File: src/rtl/scan_chain_mock_pkg.sv
// Shared constants for the configuration scan chain: default chain length and
// shift-counter width, plus the saturating counter step.
package scan_chain_mock_pkg;

    localparam int unsigned SC_LENGTH_DEFAULT = 10;
    localparam int unsigned SC_CNT_W          = 16;

    localparam logic [SC_CNT_W-1:0] SC_CNT_MAX = {SC_CNT_W{1'b1}};

    // Increment that sticks at all-ones instead of wrapping.
    function automatic logic [SC_CNT_W-1:0] sc_cnt_inc(input logic [SC_CNT_W-1:0] cnt);
        logic [SC_CNT_W-1:0] nxt;
        nxt = cnt;
        if (cnt != SC_CNT_MAX) begin
            nxt = cnt + 1'b1;
        end
        return nxt;
    endfunction

endpackage

File: src/rtl/scan_chain_mock.sv
// Serial configuration scan chain on the PMU test clock: shifts one bit per
// enabled edge, exposes the chain in parallel, and counts shifts (saturating).
module scan_chain_mock
    import scan_chain_mock_pkg::*;
#(
    parameter int unsigned LENGTH = SC_LENGTH_DEFAULT
) (
    input  logic                pmu_tck_in,
    input  logic                clear,
    input  logic                sc_en,
    input  logic                sc_data_in,
    output logic                sc_data_out,
    output logic [LENGTH-1:0]   sc_q,
    output logic [SC_CNT_W-1:0] sc_shift_cnt
);

    logic [LENGTH-1:0]   chain_q, chain_d;
    logic [SC_CNT_W-1:0] cnt_q,   cnt_d;

    always_comb begin
        chain_d = chain_q;
        cnt_d   = cnt_q;
        if (sc_en) begin
            chain_d = {chain_q[LENGTH-2:0], sc_data_in};
            cnt_d   = sc_cnt_inc(cnt_q);
        end
    end

    // clear wins over sc_en: the chain is wiped and no shift happens that edge.
    always_ff @(posedge pmu_tck_in) begin
        if (clear) begin
            chain_q <= '0;
            cnt_q   <= '0;
        end else begin
            chain_q <= chain_d;
            cnt_q   <= cnt_d;
        end
    end

    assign sc_data_out  = chain_q[LENGTH-1];
    assign sc_q         = chain_q;
    assign sc_shift_cnt = cnt_q;

endmodule

File: config.mk
export PLATFORM = sky130hd
export DESIGN_NAME = scan_chain_mock
export DESIGN_NICKNAME = d
export VERILOG_FILES = /design/src/rtl/scan_chain_mock_pkg.sv /design/src/rtl/scan_chain_mock.sv
export SDC_FILE = /design/constraint.sdc
export NUM_CORES = 1
export LEC_CHECK = 0
export ABC_CLOCK_PERIOD_IN_PS = 1400
export CAP_MARGIN = 5
export CORE_ASPECT_RATIO = 0.5
export CORE_MARGIN = 8
export CORE_UTILIZATION = 43
export DETAILED_ROUTE_END_ITERATION = 8
export GPL_ROUTABILITY_DRIVEN = 0
export GPL_TIMING_DRIVEN = 0
export HOLD_SLACK_MARGIN = 0.05
export MAX_ROUTING_LAYER = met4
export PLACE_DENSITY_LB_ADDON = 0.25
export SETUP_SLACK_MARGIN = 0.05
export SLEW_MARGIN = 20
export SYNTH_ARGS = -nofsm -noshare
export SYNTH_HDL_FRONTEND = slang
export SYNTH_SLANG_ARGS = --single-unit
File: constraint.sdc
create_clock -name pmu_tck_in -period 1.4 [get_ports pmu_tck_in]
set_input_delay 0.14 -clock pmu_tck_in [delete_from_list [all_inputs] [get_ports pmu_tck_in]]
set_output_delay 0.14 -clock pmu_tck_in [all_outputs]
set_load 0.01 [all_outputs]
== Word level (Yosys, flattened, before mapping) ==
Cells that the tools add are included.

* Flip-flop bits (word level): 26
* Input port bits: 4
* Output and inout port bits: 27

* $add $sub $neg: 1
* Equal/unequal tests: 1
* Reduce and logical (&&, ||, !) cells: 1

{| class="wikitable"
|+ Operator list
! cell !! number
|-
| $add 16x1->16 const B || 1
|-
| $ne 16x16->1 const B || 1
|-
| $reduce_and 2->1 || 1
|}

== Logic depth before layout (Yosys ltp) ==
Gate-level depths: netlist (run 1).

* Word-level depth: 2
* Depth in mapped cells: 6
* Gate-level depth less buffers: 5

== Worst setup path after synthesis (run 1) ==
No wires, ideal clock.

* Kind: register to register
* From: register cnt_q[0], in the netlist sc_shift_cnt[0]
* To: register cnt_q[14], in the netlist sc_shift_cnt[14]
* Library setup time: 133 ps
* Arrival: 1487 ps
* Slack: -220 ps
* Stages on the path, launching flop included: 6
* Buffers on the path: 0
* Period minus slack after synthesis: 1620 ps
* Cell sequence: dfxtp_1 -> ha_1 -> nand3_1 -> or4_4 -> nor3_2 -> a211oi_2

* Cells in the longest elaborated chain, start to end: 2
* Elaborated cells between the ends (all ways): 3

{| class="wikitable"
|+ RTL lines
! what !! RTL line !! source
|-
| from (decl) || scan_chain_mock.sv:18 || <nowiki>logic [SC_CNT_W-1:0] cnt_q, cnt_d;</nowiki>
|-
| from (signal assigned) || scan_chain_mock.sv:36 || <nowiki>cnt_q <= cnt_d;</nowiki>
|-
| branches (longest 2 deep; another with $add 16x1->16) || - ||
|}

Several ways; the timed one is not identified.
A chain may end at the register's enable or synchronous reset.

== Final worst setup path (run 1) ==
* From: register cnt_q[3], in the netlist sc_shift_cnt[3]
* To: register cnt_q[9], in the netlist sc_shift_cnt[9]

Same word-level chain as after synthesis.

==> tab_implementation.tex, run 1 <==
\begin{tabular}{lr}
\hline
Metric & Value \\
\hline
\multicolumn{2}{l}{\textbf{Critical path}} \\
\quad Slowest stage delay, CP & about 400 ps \\
\quad Critical Path Start Type & register \\
\quad FF-to-FF End & sc\_shift\_cnt[9] \\
\quad Arrival @ worst endpoint & $\sim$1700 ps \\
\quad Start-to-end type of the worst setup path & register to register \\
\quad Critical path's top delay family & flip-flops \\
\quad Slowest-stage cell, CP & sky130\_fd\_sc\_hd\_\_dfxtp\_4 \\
\quad Start of the worst register-to-register path & sc\_shift\_cnt[3] \\
\quad Critical path cell sequence & and4\_4 -> nand2\_4 -> a2111oi\_4 -> mux2\_4 \\
\quad Data required time of the critical path & 1570 ps \\
\quad Setup slack of the worst register-to-register path & -130 ps \\
\quad Crit. End Element & register \\
\quad Critical-path maximum fanout & 7 \\
\quad Number of cell instances on the worst register-to-register path & 4 \\
\quad Buffering stage count on the worst path with inverters included & 0 \\
\multicolumn{2}{l}{\textbf{Global routing}} \\
\quad Wire length of the first global-routing pass & 5810 um \\
\quad Vias in the first global route & around 1,200 \\
\quad Aggregate global routing overflow & 0 \\
\quad Total track usage & 0.153 \\
\quad Maximum number of pins on one net before global-route repair & 16 \\
\quad Antenna violations before repair & 0 \\
\multicolumn{2}{l}{\textbf{Layout}} \\
\quad Diodes inserted & 0 \\
\quad Final nets & around 190 \\
\quad Final-layout fill cell count & between 150 and 200 \\
\quad Share of post-route cells with drive strength above 1 & 0.427 \\
\quad Growth of design area from synthesis to finish & 68.7\% \\
\quad Cell area after layout & 2050 um\^{}2 \\
\quad Number of cells in the finished layout apart from fillers & $\sim$220 \\
\multicolumn{2}{l}{\textbf{Clock network}} \\
\quad CTS tree & yes \\
\quad CTS clock-pin slew for the worst setup and hold paths & 90 ps \\
\quad Clock latency of the later-clocked register in the worst-skew pair & 280 ps \\
\quad H-Tree Depth & 1 \\
\quad Clk root buf & sky130\_fd\_sc\_hd\_\_clkbuf\_8 \\
\quad Clock sinks & 26 \\
\quad CTS buffer count & 3 \\
\quad Maximum buffer depth of the clock tree & 2 \\
\multicolumn{2}{l}{\textbf{Placed design}} \\
\quad Count of input and output buffers & 29 \\
\quad Placed cell area & 1670 um\^{}2 \\
\quad Dpl hpwl & 2140 um \\
\quad Count of placed standard cells including taps & 198 \\
\multicolumn{2}{l}{\textbf{Yosys}} \\
\quad Xor/xnor share of the synthesized area & 0.00720 \\
\quad Ys flop type & sky130\_fd\_sc\_hd\_\_dfxtp\_1 \\
\quad Area fraction in compound gates after synthesis & 0.111 \\
\quad Portion of synthesized cell area occupied by the leading cell type & 0.428 \\
\quad Number of synthesized flops with an enable pin & 0 \\
\quad Dominant combinational cell family by area after synthesis & simple AND/OR/NAND/NOR gates \\
\quad Area leader, netlist & sky130\_fd\_sc\_hd\_\_dfxtp\_1 \\
\quad Arithmetic-cell share of the synthesized area counting full adders, half adders and majority gates & 0.0103 \\
\quad Post-Syn Area per Cell & about 9.2 um\^{}2 \\
\quad Simple logic cell fraction of the synthesized area & 0.279 \\
\quad Syn Inst Count & between 100 and 150 \\
\quad Syn Nets & 137 \\
\quad Synthesis warning total & 0 \\
\quad Top cells by area, synth & sky130\_fd\_sc\_hd\_\_dfxtp\_1, sky130\_fd\_sc\_hd\_\_mux2i\_1, sky130\_fd\_sc\_hd\_\_nor2\_1 \\
\quad Netlist Area Pre-Place & about 1200 um\^{}2 \\
\quad Distinct cell type count of the synthesized netlist & 38 \\
\quad Share of cell area taken by muxes after synthesis & 0.118 \\
\quad FF+latch count, synth & 26 \\
\quad Sequential share of the synthesized area & 0.428 \\
\quad Ys async rst share & 0 \\
\multicolumn{2}{l}{\textbf{Drt}} \\
\quad Iter 0 DRT Violations & slightly below 60 \\
\quad Remaining routing DRC violations & 0 \\
\quad Total wire length after detailed routing & between 3000 and 4000 um \\
\quad Wirelength per Cell & around 17 um \\
\quad Vias per inst & 5.59 \\
\quad Number of search-and-repair iterations in the first detailed-routing pass & 4 \\
\quad Count of nets left with antenna violations after detail routing & 0 \\
\quad Detailed-route via count & roughly 1,200 \\
\multicolumn{2}{l}{\textbf{Worst hold path}} \\
\quad Path type of the worst min-delay path & input pin to register \\
\quad Hold path cells & 3 \\
\quad Endpoint, Worst Hold & sc\_q[0] \\
\quad Startpoint of the worst hold path & sc\_en \\
\multicolumn{2}{l}{\textbf{Floorplanning}} \\
\quad Die extent in y & 53.6 um \\
\quad I/O pin total & 31 \\
\quad Initial Utilization & 0.462 \\
\quad Number of rows in the core area & 13 \\
\quad Core area & about 2600 um\^{}2 \\
\quad Die ar. & 4890 um\^{}2 \\
\quad Width of the die & 91.2 um \\
\multicolumn{2}{l}{\textbf{STA}} \\
\quad Setup repair after global routing missed its margin & true \\
\quad Highest achievable clock rate & around 660 MHz \\
\quad Final hold violation count & 0 \\
\quad Max-slew headroom & 0.712 \\
\quad Period utilization & 1.09 \\
\quad Post-route clock skew & 2.36 ps \\
\quad Count of final max-slew check failures & 0 \\
\quad Final setup violation count & 13 \\
\quad Post-layout minimum cycle time & 1530 ps \\
\quad Worst-case setup margin in the final layout & -126 ps \\
\quad Actual transition at the worst max-transition pin & roughly 430 ps \\
\multicolumn{2}{l}{\textbf{Pwr}} \\
\quad Post-route total power & 1470 uW \\
\quad Power density of the placed cells & 718 nW/um\^{}2 \\
\quad Leakage dissipation & 0.00105 uW \\
\quad VDD IR-drop max & approximately 0.55 mV \\
\multicolumn{2}{l}{\textbf{Status}} \\
\quad Failing checks & negative setup slack \\
\quad Status & finished with violations \\
\multicolumn{2}{l}{\textbf{Flow run}} \\
\quad Number of max-cap violations & 0 \\
\hline
\end{tabular}
worst max path at each step:
stage                      from          endpoint  slack, ps  cells past startpoint
2_1_floorplan   sc_shift_cnt[1]  sc_shift_cnt[15]        -20                      4
3_3_place_gp              clear   sc_shift_cnt[6]       -360                      4
3_5_place_dp              clear   sc_shift_cnt[6]       -340                      4
4_1_cts        sc_shift_cnt[12]   sc_shift_cnt[7]       -100                      6
5_1_grt         sc_shift_cnt[0]   sc_shift_cnt[0]       -160                      5
6_report        sc_shift_cnt[3]   sc_shift_cnt[9]       -130                      4
routing by layer:
layer  global-route usage  wire [um]  vias to the layer above
li1                     -          -                      591
met1                0.173       1730                      611
met2                0.263       1810                       35
met3               0.0471        181                        4
met4               0.0429         27                        0
met5                    -          0                        -
placed cells by master, fill, tap and decap left out, types with 2 or more instances in the layout:
| cell type | netlist | layout |
|---|---|---|
| sky130_fd_sc_hd__nor2b_1 | 5 | 4 |
| sky130_fd_sc_hd__nand4_1 | 4 | 4 |
| sky130_fd_sc_hd__or4_4 | 1 | 3 |
| sky130_fd_sc_hd__clkdlybuf4s50_1 | 0 | 4 |
| sky130_fd_sc_hd__dlymetal6s2s_1 | 0 | 14 |
| sky130_fd_sc_hd__a21oi_2 | 0 | 3 |
| sky130_fd_sc_hd__mux2_4 | 0 | 2 |
| sky130_fd_sc_hd__dfxtp_1 | 26 | 9 |
| sky130_fd_sc_hd__inv_1 | 3 | 3 |
| sky130_fd_sc_hd__nand3_4 | 0 | 2 |
| sky130_fd_sc_hd__dlygate4sd2_1 | 0 | 11 |
| sky130_fd_sc_hd__o21ai_1 | 0 | 2 |
| sky130_fd_sc_hd__buf_4 | 2 | 18 |
| sky130_fd_sc_hd__nor4_4 | 0 | 2 |
| sky130_fd_sc_hd__mux2i_1 | 11 | 11 |
| sky130_fd_sc_hd__and4_4 | 1 | 2 |
| sky130_fd_sc_hd__buf_2 | 2 | 2 |
| sky130_fd_sc_hd__dfxtp_2 | 0 | 5 |
| sky130_fd_sc_hd__nor2_1 | 17 | 16 |
| sky130_fd_sc_hd__clkbuf_1 | 4 | 2 |
| sky130_fd_sc_hd__nand2_1 | 7 | 5 |
| sky130_fd_sc_hd__clkbuf_8 | 0 | 4 |
| sky130_fd_sc_hd__dfxtp_4 | 0 | 12 |
| sky130_fd_sc_hd__or4_1 | 5 | 3 |
| sky130_fd_sc_hd__a21oi_1 | 7 | 4 |
| sky130_fd_sc_hd__nand2b_1 | 2 | 2 |
| sky130_fd_sc_hd__nor3_1 | 3 | 3 |
| sky130_fd_sc_hd__buf_6 | 0 | 3 |
| sky130_fd_sc_hd__nand3_1 | 5 | 3 |
cell usage after synthesis, types with 2 or more instances:
cell                       count
sky130_fd_sc_hd__nand3_1       5
sky130_fd_sc_hd__o41ai_1       2
sky130_fd_sc_hd__or4_1         5
sky130_fd_sc_hd__buf_2         2
sky130_fd_sc_hd__a21oi_1       7
sky130_fd_sc_hd__o31ai_1       2
sky130_fd_sc_hd__buf_4         2
sky130_fd_sc_hd__nand2_1       7
sky130_fd_sc_hd__mux2_2        3
sky130_fd_sc_hd__nor2b_1       5
sky130_fd_sc_hd__o21ai_0       3
sky130_fd_sc_hd__nand2b_1      2
sky130_fd_sc_hd__nand4_1       4
sky130_fd_sc_hd__clkbuf_1      4
sky130_fd_sc_hd__nor3_1        3
sky130_fd_sc_hd__inv_1         3
sky130_fd_sc_hd__mux2i_1      11
sky130_fd_sc_hd__nor2_1       17
sky130_fd_sc_hd__dfxtp_1      26
tightest hold or removal path, stage by stage:
cell and delay [ps]:
sky130_fd_sc_hd__buf_2 150, sky130_fd_sc_hd__mux2i_1 90, sky130_fd_sc_hd__nor2_1 90
sequential cells by signal, summed over array words and instances (netlist names):
name,count
sc_shift_cnt,16
sc_q,10
power breakdown:
part,internal [uW],leakage (uW),switching [uW]
Combinational,49.1,0.000791,51.5
Clock,383,0.0000357,251
Sequential,729,0.000222,9.48
Total,1160,0.00105,312
final cells by class:
type                       count  area (um^2)  share of cell area
multi-input combinational     94          812               0.396
clock inverter                 1         30.0              0.0146
inverter                       3         11.3             0.00549
tap                           37         46.3              0.0226
timing repair buffer          49          469               0.229
buffer                         9         70.1              0.0341
sequential                    26          572               0.279
clock buffer                   3         41.3              0.0201
through the flow:
stage | setup WS [ps] | setup TNS [ps] | util | hold WS [ps]
2_1_floorplan | -18.9 | -39.8 | - | 287
3_5_place_dp | -342 | -6050 | 0.635 | 479
5_1_grt | -158 | -2790 | 0.779 | 261
4_1_cts | -95.4 | -751 | 0.721 | 214
3_3_place_gp | -363 | -6280 | 0.635 | 469
6_report | -126 | -939 | 0.779 | 227
logic make-up after synthesis:
group                    Yosys count
AO/OA/AOI/OAI                     19
adder cells (fa/ha/maj)            1
AND/OR/NAND/NOR                   59
flip-flops                        26
buffers and inverters             12
multiplexers                      14
XOR/XNOR                           1
what timing repair did:
action | 4_1_cts | 5_1_grt
setup buffers | 14 | 4
gates resized for setup | 28 | 33
pin swaps | 15 | 16
hold buffers | 0 | 0
endpoints found under the setup margin | 39 | 39
cloned | 2 | 0
Note: power is estimated with default switching activity, not from simulation.
==> inputs of run 2 (changes only) <==
Settings changed: ABC_AREA from default to 1, CORE_UTILIZATION 43 to 44, RECOVER_POWER from default to 100, SKIP_CTS_REPAIR_TIMING from default to 1.
==> run 2 against run 1 <==
Against the previous run:
- the flow now finishes without violations
- total power grew 5.9%
- synthesized cell count increased by 58%
- sequential power up 4.5%
- synthesized area rose by 11%
- utilization decreased by 14 points
- clock skew is 1.1 ps higher
- first-iteration DRC count is 41% higher
- largest cell class unchanged
==> tab_implementation.tex, run 2 <==
\begin{tabular}{lr}
\hline
Metric & Value \\
\hline
\multicolumn{2}{l}{\textbf{Status}} \\
\quad Status & finished clean \\
\multicolumn{2}{l}{\textbf{Worst hold path}} \\
\quad Endpoint, Worst Hold & sc\_shift\_cnt[8] \\
\quad Path type of the worst min-delay path & input pin to register \\
\quad Startpoint of the worst hold path & sc\_en \\
\quad Hold path cells & 5 \\
\multicolumn{2}{l}{\textbf{Floorplanning}} \\
\quad Core area & 2960 um\^{}2 \\
\quad Die ar. & 5210 um\^{}2 \\
\quad Initial Utilization & 0.456 \\
\quad I/O pin total & 31 \\
\quad Number of rows in the core area & 14 \\
\quad Width of the die & 94.4 um \\
\quad Die extent in y & 55.2 um \\
\multicolumn{2}{l}{\textbf{Critical path}} \\
\quad Critical-path maximum fanout & 4 \\
\quad Setup slack of the worst register-to-register path & 100 ps \\
\quad Critical path's top delay family & buffers and inverters \\
\quad Buffering stage count on the worst path with inverters included & 1 \\
\quad Arrival @ worst endpoint & 1190 ps \\
\quad Start-to-end type of the worst setup path & register to primary output \\
\quad Start of the worst register-to-register path & sc\_shift\_cnt[1] \\
\quad Slowest-stage cell, CP & sky130\_fd\_sc\_hd\_\_clkdlybuf4s50\_1 \\
\quad Number of cell instances on the worst register-to-register path & 9 \\
\quad Critical path cell sequence & clkdlybuf4s50\_1 \\
\quad FF-to-FF End & sc\_shift\_cnt[3] \\
\quad Critical Path Start Type & register \\
\quad Crit. End Element & primary output \\
\quad Slowest stage delay, CP & 540 ps \\
\quad Data required time of the critical path & $\sim$1300 ps \\
\multicolumn{2}{l}{\textbf{Clock network}} \\
\quad Clk root buf & sky130\_fd\_sc\_hd\_\_clkbuf\_8 \\
\quad Maximum buffer depth of the clock tree & 2 \\
\quad CTS buffer count & 3 \\
\quad H-Tree Depth & 1 \\
\quad CTS clock-pin slew for the worst setup and hold paths & roughly 100 ps \\
\quad Clock sinks & 26 \\
\quad CTS tree & yes \\
\quad Clock latency of the later-clocked register in the worst-skew pair & 280 ps \\
\multicolumn{2}{l}{\textbf{Placed design}} \\
\quad Placed cell area & 1700 um\^{}2 \\
\quad Count of input and output buffers & 30 \\
\quad DP Worst Slack & -134 ps \\
\quad Dpl hpwl & 2400 um \\
\multicolumn{2}{l}{\textbf{STA}} \\
\quad Highest achievable clock rate & 751 MHz \\
\quad Worst-case setup margin in the final layout & about 69 ps \\
\quad Period utilization & 0.951 \\
\quad Setup Total Neg Slack & 0 ps \\
\quad Final hold violation count & 0 \\
\quad Actual transition at the worst max-transition pin & 399 ps \\
\quad Setup repair after global routing missed its margin & true \\
\quad Post-layout minimum cycle time & 1330 ps \\
\quad Count of final max-slew check failures & 0 \\
\quad Final setup violation count & 0 \\
\quad Post-route clock skew & approximately 3.4 ps \\
\quad Max-slew headroom & 0.734 \\
\multicolumn{2}{l}{\textbf{Yosys}} \\
\quad Most frequently used cell type in the post-synthesis netlist & sky130\_fd\_sc\_hd\_\_nor2\_1 \\
\quad Top cells by area, synth & sky130\_fd\_sc\_hd\_\_dfxtp\_1, sky130\_fd\_sc\_hd\_\_nor2\_1, sky130\_fd\_sc\_hd\_\_nand2\_1 \\
\quad Synthesis warning total & 0 \\
\quad Syn Nets & 213 \\
\quad Ys async rst share & 0 \\
\quad Post-Syn Area per Cell & 6.50 um\^{}2 \\
\quad Number of synthesized flops with an enable pin & 0 \\
\quad Ys flop type & sky130\_fd\_sc\_hd\_\_dfxtp\_1 \\
\quad Netlist Area Pre-Place & 1350 um\^{}2 \\
\quad Area leader, netlist & sky130\_fd\_sc\_hd\_\_dfxtp\_1 \\
\quad Sequential share of the synthesized area & 0.385 \\
\quad Syn Inst Count & 208 \\
\quad FF+latch count, synth & 26 \\
\quad Top post-synthesis cells by count & sky130\_fd\_sc\_hd\_\_nor2\_1, sky130\_fd\_sc\_hd\_\_nand2\_1, sky130\_fd\_sc\_hd\_\_dfxtp\_1, sky130\_fd\_sc\_hd\_\_inv\_1, sky130\_fd\_sc\_hd\_\_nand3\_1 \\
\quad Portion of synthesized cell area occupied by the leading cell type & 0.385 \\
\quad Distinct cell type count of the synthesized netlist & 19 \\
\multicolumn{2}{l}{\textbf{Layout}} \\
\quad Flip-flop count of the largest register after layout & 16 \\
\quad Cell area after layout & 1890 um\^{}2 \\
\quad Final cell utilization of the core & 0.638 \\
\quad Final nets & 252 \\
\quad Final-layout fill cell count & 274 \\
\quad Diodes inserted & 0 \\
\quad Growth of design area from synthesis to finish & 39.7\% \\
\quad Share of post-route cells with drive strength above 1 & 0.203 \\
\quad Most frequent cells in the layout & sky130\_fd\_sc\_hd\_\_nor2\_1, sky130\_fd\_sc\_hd\_\_nand2\_1, sky130\_fd\_sc\_hd\_\_clkdlybuf4s25\_1 \\
\quad Commonest non-fill, non-tap cell in the layout & sky130\_fd\_sc\_hd\_\_nor2\_1 \\
\multicolumn{2}{l}{\textbf{Global routing}} \\
\quad Total track usage & 0.131 \\
\quad Antenna violations before repair & 0 \\
\quad Vias in the first global route & 1,179 \\
\quad Maximum number of pins on one net before global-route repair & 16 \\
\quad Wire length of the first global-routing pass & between 5000 and 6000 um \\
\quad Aggregate global routing overflow & 0 \\
\multicolumn{2}{l}{\textbf{Drt}} \\
\quad Vias per inst & roughly 4.7 \\
\quad Count of nets left with antenna violations after detail routing & 0 \\
\quad Number of search-and-repair iterations in the first detailed-routing pass & 6 \\
\quad Remaining routing DRC violations & 0 \\
\quad Detailed-route via count & 1,358 \\
\quad Wirelength per Cell & 11.8 um \\
\quad Total wire length after detailed routing & 3360 um \\
\quad Iter 0 DRT Violations & a little over 80 \\
\multicolumn{2}{l}{\textbf{Pwr}} \\
\quad Post-route total power & around 1600 uW \\
\quad Leakage dissipation & 0.000782 uW \\
\quad Power density of the placed cells & between 800 and 900 nW/um\^{}2 \\
\quad VDD IR-drop max & 0.601 mV \\
\multicolumn{2}{l}{\textbf{Flow run}} \\
\quad Number of max-cap violations & 0 \\
\hline
\end{tabular}
run 2: routing by layer:
| layer | global-route usage | share of wire | vias up |
|---|---|---|---|
| li1 | - | - | 720 |
| met1 | 0.152 | 0.48 | 615 |
| met2 | 0.217 | 0.47 | 19 |
| met3 | 0.0323 | 0.036 | 4 |
| met4 | 0.0545 | 0.013 | 0 |
| met5 | - | 0 | - |
run 2: cell families (layout without fill, tap and decap cells):
group / after synthesis / in the layout / synth area share
and+or+nand+nor: 140 / 140 / 0.461
DFF: 26 / 26 / 0.385
buffers and inverters: 23 / 61 / 0.0778
AOI/OAI and AO/OA: 18 / 18 / 0.0667
adders and majority gates: 1 / 1 / 0.00926
run 2: power by group:
part	internal (uW)	total, uW	switching (uW)
registers	751	772	20.8
logic	73.5	151	77.7
clock network	383	638	254
total	1210	1560	353
run 2: layout make-up:
type	instances	area, um^2	area share
clock buffer	3	41.3	0.0219
tap	40	50.0	0.0265
sequential	26	561	0.297
timing repair buffer	34	324	0.172
buffer	6	41.3	0.0219
clock inverter	1	30.0	0.0159
multi-input combinational	159	777	0.412
inverter	17	63.8	0.0338
run 2: how the worst max path moves through the flow:
stage / from / slack (ps) / to / cells past startpoint
3_5_place_dp: sc_en / -130 / sc_shift_cnt[14] / 8
6_report: sc_shift_cnt[1] / 70 / sc_shift_cnt[1] / 1
4_1_cts: sc_shift_cnt[0] / -80 / sc_shift_cnt[15] / 7
2_1_floorplan: sc_shift_cnt[0] / 70 / sc_shift_cnt[9] / 7
3_3_place_gp: sc_en / -120 / sc_shift_cnt[14] / 8
5_1_grt: sc_shift_cnt[1] / 3 / sc_shift_cnt[3] / 9
run 2: worst min-delay path, delay by kind of cell:
family        cells  cell delay, ps
buf+inv           1             170
simple gates      4             290
run 2: stage by stage:
stage | hold slack, ps | std cells
after floorplan | 212 | 208
after global placement | 488 | 278
after detailed placement | 490 | 278
after CTS | 414 | 282
after global routing | 409 | 286
final | 350 | 286
